`config.mk`:
```
export PLATFORM = sky130hd
export DESIGN_NAME = vec_adder_pipe
export DESIGN_NICKNAME = d
export VERILOG_FILES = /design/src/rtl/vec_adder_pipe.sv
export SDC_FILE = /design/constraint.sdc
export NUM_CORES = 1
export LEC_CHECK = 0
export CAP_MARGIN = 20
export CORE_MARGIN = 1.5
export CORE_UTILIZATION = 45
export DETAILED_ROUTE_END_ITERATION = 6
export GPL_TIMING_DRIVEN = 0
export PLACE_DENSITY = 0.69
export SYNTH_ARGS = -nofsm -noshare
export SYNTH_HDL_FRONTEND = slang
export SYNTH_SLANG_ARGS = --single-unit
```
`constraint.sdc`:
```
create_clock -name clk -period 9.08 [get_ports clk]
set_input_delay 1.362 -clock clk [delete_from_list [all_inputs] [get_ports clk]]
set_output_delay 1.362 -clock clk [all_outputs]
set_load 0.05 [all_outputs]
```
`src/rtl/vec_adder_pipe.sv`:
```
// vec_adder_pipe
// Pipelined SIMD adder for the vector integer ALU. The WIDTH-bit operands are
// split into independent 8/16/32/64-bit elements (sew) and each element gets
// ADD, SUB (a-b), unsigned saturating add or signed saturating add (op).
// Results leave through a LATENCY-deep valid/ready pipeline that preserves order
// and holds its output steady under backpressure.
//
// Ports
//   clk, rst             rising-edge clock, asynchronous active-high reset
//   in_valid / in_ready  operand beat handshake (a, b, sew, op captured per beat)
//   out_valid/ out_ready result beat handshake (s, cout, sat)
//   s                    per-element wrapped or clamped result
//   cout                 raw element carry-out, placed in the element's top byte bit
//   sat                  element clamped flag, same placement (0 for ADD/SUB)
//   sat_flag             sticky: set after a retiring beat had any sat bit
//   sat_clr              synchronous clear of sat_flag (a simultaneous set wins)
module vec_adder_pipe #(
   parameter int WIDTH   = 64,
   parameter int LATENCY = 2
) (
   input  logic               clk,
   input  logic               rst,
   input  logic               in_valid,
   output logic               in_ready,
   input  logic [WIDTH-1:0]   a,
   input  logic [WIDTH-1:0]   b,
   input  logic [1:0]         sew,
   input  logic [1:0]         op,
   output logic               out_valid,
   input  logic               out_ready,
   output logic [WIDTH-1:0]   s,
   output logic [WIDTH/8-1:0] cout,
   output logic [WIDTH/8-1:0] sat,
   output logic               sat_flag,
   input  logic               sat_clr
);

   localparam int NB = WIDTH / 8;

   localparam logic [1:0] OP_ADD   = 2'b00;
   localparam logic [1:0] OP_SUB   = 2'b01;
   localparam logic [1:0] OP_SADDU = 2'b10;
   localparam logic [1:0] OP_SADD  = 2'b11;

   int               ebytes;
   logic             is_sub;
   logic             carry;
   logic [7:0]       bx;
   logic [8:0]       bsum;
   logic [WIDTH-1:0] raw;
   logic [NB-1:0]    byte_cy;
   logic [NB-1:0]    byte_ovf;

   logic             clamp;
   logic             neg;
   logic [WIDTH-1:0] res_s;
   logic [NB-1:0]    res_c;
   logic [NB-1:0]    res_sat;

   // Byte-serial carry chain; the chain restarts at every element boundary so
   // no carry crosses elements. SUB feeds ~b with cin=1 into each element.
   always_comb begin
      ebytes   = 1 << sew;
      is_sub   = (op == OP_SUB);
      carry    = 1'b0;
      bx       = '0;
      bsum     = '0;
      raw      = '0;
      byte_cy  = '0;
      byte_ovf = '0;
      for (int i = 0; i < NB; i++) begin
         bx = is_sub ? ~b[i*8 +: 8] : b[i*8 +: 8];
         if (i % ebytes == 0) carry = is_sub;
         bsum = {1'b0, a[i*8 +: 8]} + {1'b0, bx} + {8'd0, carry};
         raw[i*8 +: 8] = bsum[7:0];
         byte_cy[i]    = bsum[8];
         carry         = bsum[8];
         // Signed overflow: operands agree in sign but the result does not.
         byte_ovf[i]   = (a[i*8+7] == bx[7]) && (bsum[7] != a[i*8+7]);
      end
   end

   // Walk bytes from the top so each element's clamp decision, made at its
   // most-significant byte, is known when its lower bytes are visited.
   always_comb begin
      clamp   = 1'b0;
      neg     = 1'b0;
      res_s   = raw;
      res_c   = '0;
      res_sat = '0;
      for (int i = NB - 1; i >= 0; i--) begin
         if (i % ebytes == ebytes - 1) begin
            clamp = (op == OP_SADDU) ? byte_cy[i] :
                    (op == OP_SADD)  ? byte_ovf[i] : 1'b0;
            neg        = a[i*8+7];
            res_c[i]   = byte_cy[i];
            res_sat[i] = clamp;
            if (clamp)
               res_s[i*8 +: 8] = (op == OP_SADDU) ? 8'hFF : (neg ? 8'h80 : 8'h7F);
         end else if (clamp) begin
            res_s[i*8 +: 8] = (op == OP_SADDU) ? 8'hFF : (neg ? 8'h00 : 8'hFF);
         end
      end
   end

   logic [LATENCY-1:0] st_v;
   logic [LATENCY-1:0] adv;
   logic [WIDTH-1:0]   st_s   [LATENCY];
   logic [NB-1:0]      st_c   [LATENCY];
   logic [NB-1:0]      st_sat [LATENCY];

   // A stage may load when it is empty or its content moves on this cycle.
   always_comb begin
      adv            = '0;
      adv[LATENCY-1] = !st_v[LATENCY-1] || out_ready;
      for (int k = LATENCY - 2; k >= 0; k--)
         adv[k] = !st_v[k] || adv[k+1];
   end

   assign in_ready = adv[0];

   // Data only loads with a valid beat so the output keeps the last result
   // rather than tracking idle operands.
   always_ff @(posedge clk or posedge rst) begin
      if (rst) begin
         for (int k = 0; k < LATENCY; k++) begin
            st_v[k]   <= 1'b0;
            st_s[k]   <= '0;
            st_c[k]   <= '0;
            st_sat[k] <= '0;
         end
      end else begin
         if (adv[0]) begin
            st_v[0] <= in_valid;
            if (in_valid) begin
               st_s[0]   <= res_s;
               st_c[0]   <= res_c;
               st_sat[0] <= res_sat;
            end
         end
         for (int k = 1; k < LATENCY; k++) begin
            if (adv[k]) begin
               st_v[k] <= st_v[k-1];
               if (st_v[k-1]) begin
                  st_s[k]   <= st_s[k-1];
                  st_c[k]   <= st_c[k-1];
                  st_sat[k] <= st_sat[k-1];
               end
            end
         end
      end
   end

   assign out_valid = st_v[LATENCY-1];
   assign s         = st_s[LATENCY-1];
   assign cout      = st_c[LATENCY-1];
   assign sat       = st_sat[LATENCY-1];

   always_ff @(posedge clk or posedge rst) begin
      if (rst)
         sat_flag <= 1'b0;
      else if (out_valid && out_ready && (|sat))
         sat_flag <= 1'b1;
      else if (sat_clr)
         sat_flag <= 1'b0;
   end

endmodule

```
==> key figures <==
Run status
  – Status: finished, violations left
  – Violated checks: DRC, setup timing

GRT
  – Largest net degree at the start of global routing: ~110
  – Vias in the first global route: 12700
  – Overflow left after global routing: 0
  – Total track usage: 30.5%
  – Initial antenna violation count: 0
  – Global-route wire length before repair: 71500 um

Placed design
  – Inst Count DP: 2047
  – Detailed placer's ending HPWL: 34000 um
  – RePlAce Congestion: between 0.8 and 0.9
  – Port buffer count: 219

Pwr
  – PwrDens: between 200 and 250 nW/um2
  – Peak supply drop: between 0.0001 and 0.00015 V
  – Switch share: a little over two fifths
  – Pleak: between 7 and 8 nW
  – Comb pwr share: 54.7%
  – Pint: 0.00227 W
  – P_sw: 0.00170 W
  – Clk network pwr share: a little under a fifth
  – Sequential share of power: 26.7%

Drt
  – Routed Antenna Nets: 0
  – Via count: 12700
  – Via density: 5.76
  – Iteration-0 DRC Markers: 1071
  – Wire per inst: 21.3 um
  – DR pass1 iterations: 7
  – WL final: about 47000 um
  – DRC: 9

Layout
  – Fin cells: 2205
  – Nets@finish: 2038
  – Multi-input gate area: 8570 um2
  – # fillers: 2313
  – Post-layout util: about 64%
  – Register area: 4080 um2
  – Antenna Cells: 0
  – Layout cells sized above 1: 27.0%
  – Area delta synth->final: 39.6%

Floorplanning
  – Row count: 61
  – IO Count: 220
  – Core area: 28100 um2
  – Initial cell density of the core: 46.2%
  – Die width: 173 um
  – Die area: 29900 um2
  – Chip height: between 150 and 200 um

Synth
  – Syn Std Cell Area: 13000 um2
  – Number of flops mapped to enable cells by yosys: 0
  – Yosys reg bits: roughly 160
  – Distinct cell type count after synthesis: 93
  – Post-Syn Nets: approximately 1700
  – Sequential area share after synthesis: 31.4%
  – Yosys warnings: 0
  – Mapped Cells: 1449
  – Syn avg cell area: 8.95 um2
  – Predominant post-synthesis flop cell: dfrtp_1
  – Asr flop ratio synth: 100%

Worst setup path
  – Flop2flop setup slack: roughly 6500 ps
  – R2R Path End: st_c[8]$_DFFE_PP0P_
  – Worst endpoint required time: about 9400 ps
  – Worst path slowest cell: clkdlybuf4s50_1
  – Crit Path Max Fanout: 10
  – Critical path class: primary input to flop
  – Critical path's most frequent cell: a21o_1
  – Reg-to-Reg Start: st_v[1]$_DFFE_PP0P_
  – Worst EP arrival: 17710 ps
  – CP startpoint kind: primary input
  – CP max stage delay: 550 ps
  – Worst setup EP type: flop
  – Cell count of the worst reg-to-reg path: 6

STA
  – Final min period: 17340 ps
  – Unrepaired setup endpoints after global routing: true
  – Slew Limit Fails: 0
  – Setup slack after layout: -8260 ps
  – Measured slew at the worst slew-check pin: 1150 ps
  – Clock Skew: 15.7 ps
  – Final setup viols: 73
  – Max Fclk: 57.7 MHz
  – Final hold vios: 0
  – Tcrit/Tclk final: 191%
  – Slew HR: between 20% and 30%

Min path
  – Worst hold path endpoint: st_s[104]$_DFFE_PP0P_
  – Min-delay worst type: flop to flop
  – Hold Path Depth: 2
  – HP Start: st_s[104]$_DFFE_PP0P_

Clock network
  – CTS Buf Count: 17
  – CTS root buf: clkbuf_16
  – Clk sinks: 163
  – H-tree depth: 4
  – Clk slew on worst S/H paths: 80 ps
  – CTS tree: done
  – Worst skew pair latency: 450 ps
  – Clock tree buffer depth: 2

Flow run
  – Max Cap Viol: 0
-- how the worst max path moves through the flow --
| stage | startpoint | end | slack (ps) | cells past startpoint |
|---|---|---|---|---|
| floorplan | op[1] | st_s[103]$_DFFE_PP0P_ | -7000 | 95 |
| global placement | sew[0] | st_s[78]$_DFFE_PP0P_ | -11290 | 88 |
| detailed placement | sew[0] | st_s[77]$_DFFE_PP0P_ | -11410 | 88 |
| CTS | op[1] | st_s[96]$_DFFE_PP0P_ | -8260 | 94 |
| global route | op[1] | st_s[88]$_DFFE_PP0P_ | -8940 | 95 |
| finish | sew[1] | st_s[90]$_DFFE_PP0P_ | -8260 | 90 |
-- cell usage in the layout (no fill, tap or decap), drive strengths merged, types with 12 or more instances in the layout --
cell           count
buf              237
clkdlybuf4s50    215
dfrtp            163
nand2            136
o21ai            124
xnor2             93
nor2              93
mux2              83
a21oi             82
ha                72
clkbuf            57
a21o              51
inv               47
xor2              30
nor3              27
nand3             26
nand2b            25
nor2b             23
a31oi             18
and2              16
fa                15
o31ai             12
a211oi            12
-- what timing repair did --
| item | in CTS | in global routing |
|---|---|---|
| pin swaps | 80 | 71 |
| buffers inserted | 113 | 38 |
| setup endpoints to repair | 75 | 74 |
| hold buffers | 0 | 0 |
| cloned | 1 | 0 |
| resized for setup | 100 | 92 |
| hold endpoints to repair | 0 | 0 |
-- routing by layer --
| layer | wire [um] | global-route usage, % | part of all wire, % |
|---|---|---|---|
| met5 | 0 | 0 | 0 |
| met4 | 1830 | 13.7 | 3.9 |
| met3 | 2810 | 3.98 | 6.0 |
| met2 | 23100 | 52.2 | 49 |
| met1 | 19300 | 38.4 | 41 |
-- through the flow --
stage          hold slack (ps)  worst slack [ps]  setup TNS (ps)  area [um2]  power (W)
2_1_floorplan              435             -7000         -458080       13100    0.00242
3_3_place_gp               458            -11290         -756340       15800    0.00297
3_5_place_dp               467            -11410         -763410       15800    0.00300
4_1_cts                    484             -8260         -548030       17600    0.00389
5_1_grt                    499             -8940         -596410       18100    0.00415
6_report                   483             -8260         -555270       18100    0.00398
-- layout make-up --
type,instances,area share [%]
tap,378,2.61
sequential,163,22.5
multi-input combinational,1098,47.3
timing repair buffer,347,18.0
clock inverter,14,0.864
buffer,146,5.29
clock buffer,18,2.43
inverter,41,0.891
-- state kept, by name (all words and copies together) (netlist names) --
name / count
cout: 8
s: 64
sat: 8
sat_flag: 1
st_c: 8
st_s: 64
st_sat: 8
st_v: 2
-- worst max-delay path, delay by kind of cell --
kind            cells  cell delay, ps
compound gates     45            8070
fa+ha+maj          14            4020
buf+inv            10            2220
simple gates       19            1760
mux                 1             120
xor+xnor            1             110
-- cells in the mapped netlist (11+ instances only) --
library cell | number | area [um2]
clkbuf_1 | 42 | 158
dfrtp_1 | 163 | 4080
nand3_1 | 25 | 125
o31ai_1 | 11 | 82.6
nand2b_1 | 24 | 150
fa_1 | 15 | 300
mux2_2 | 83 | 935
o21ai_1 | 39 | 195
buf_1 | 15 | 56.3
a21oi_1 | 81 | 405
a21o_1 | 51 | 383
and2_1 | 14 | 87.6
buf_4 | 81 | 608
nor2_1 | 93 | 349
xor2_1 | 30 | 263
xnor2_1 | 93 | 815
nor2b_1 | 22 | 138
ha_1 | 72 | 901
o21ai_0 | 83 | 415
inv_1 | 40 | 150
nor3_1 | 27 | 135
a31oi_1 | 17 | 106
nand2_1 | 136 | 510
-- cell families after synthesis --
family / count (synthesis) / share of synthesized area [%]
XOR/XNOR: 123 / 8.31
adder cells (fa/ha/maj): 87 / 9.26
AND/OR/NAND/NOR: 394 / 14.6
AO/OA/AOI/OAI: 408 / 21.0
buffers and inverters: 188 / 8.02
multiplexers: 86 / 7.44
flip-flops: 163 / 31.4
-- power groups by stage --
stage	Sequential (W)	Combinational, W	Clock [W]
final	0.00106	0.00217	0.000741
after global routing	0.00109	0.00229	0.000768
after CTS	0.00106	0.00209	0.000742
after detailed placement	0.00107	0.00193	0
after global placement	0.00106	0.00191	0
after floorplan	0.00103	0.00138	0
Note: power is estimated with default switching activity, not from simulation.
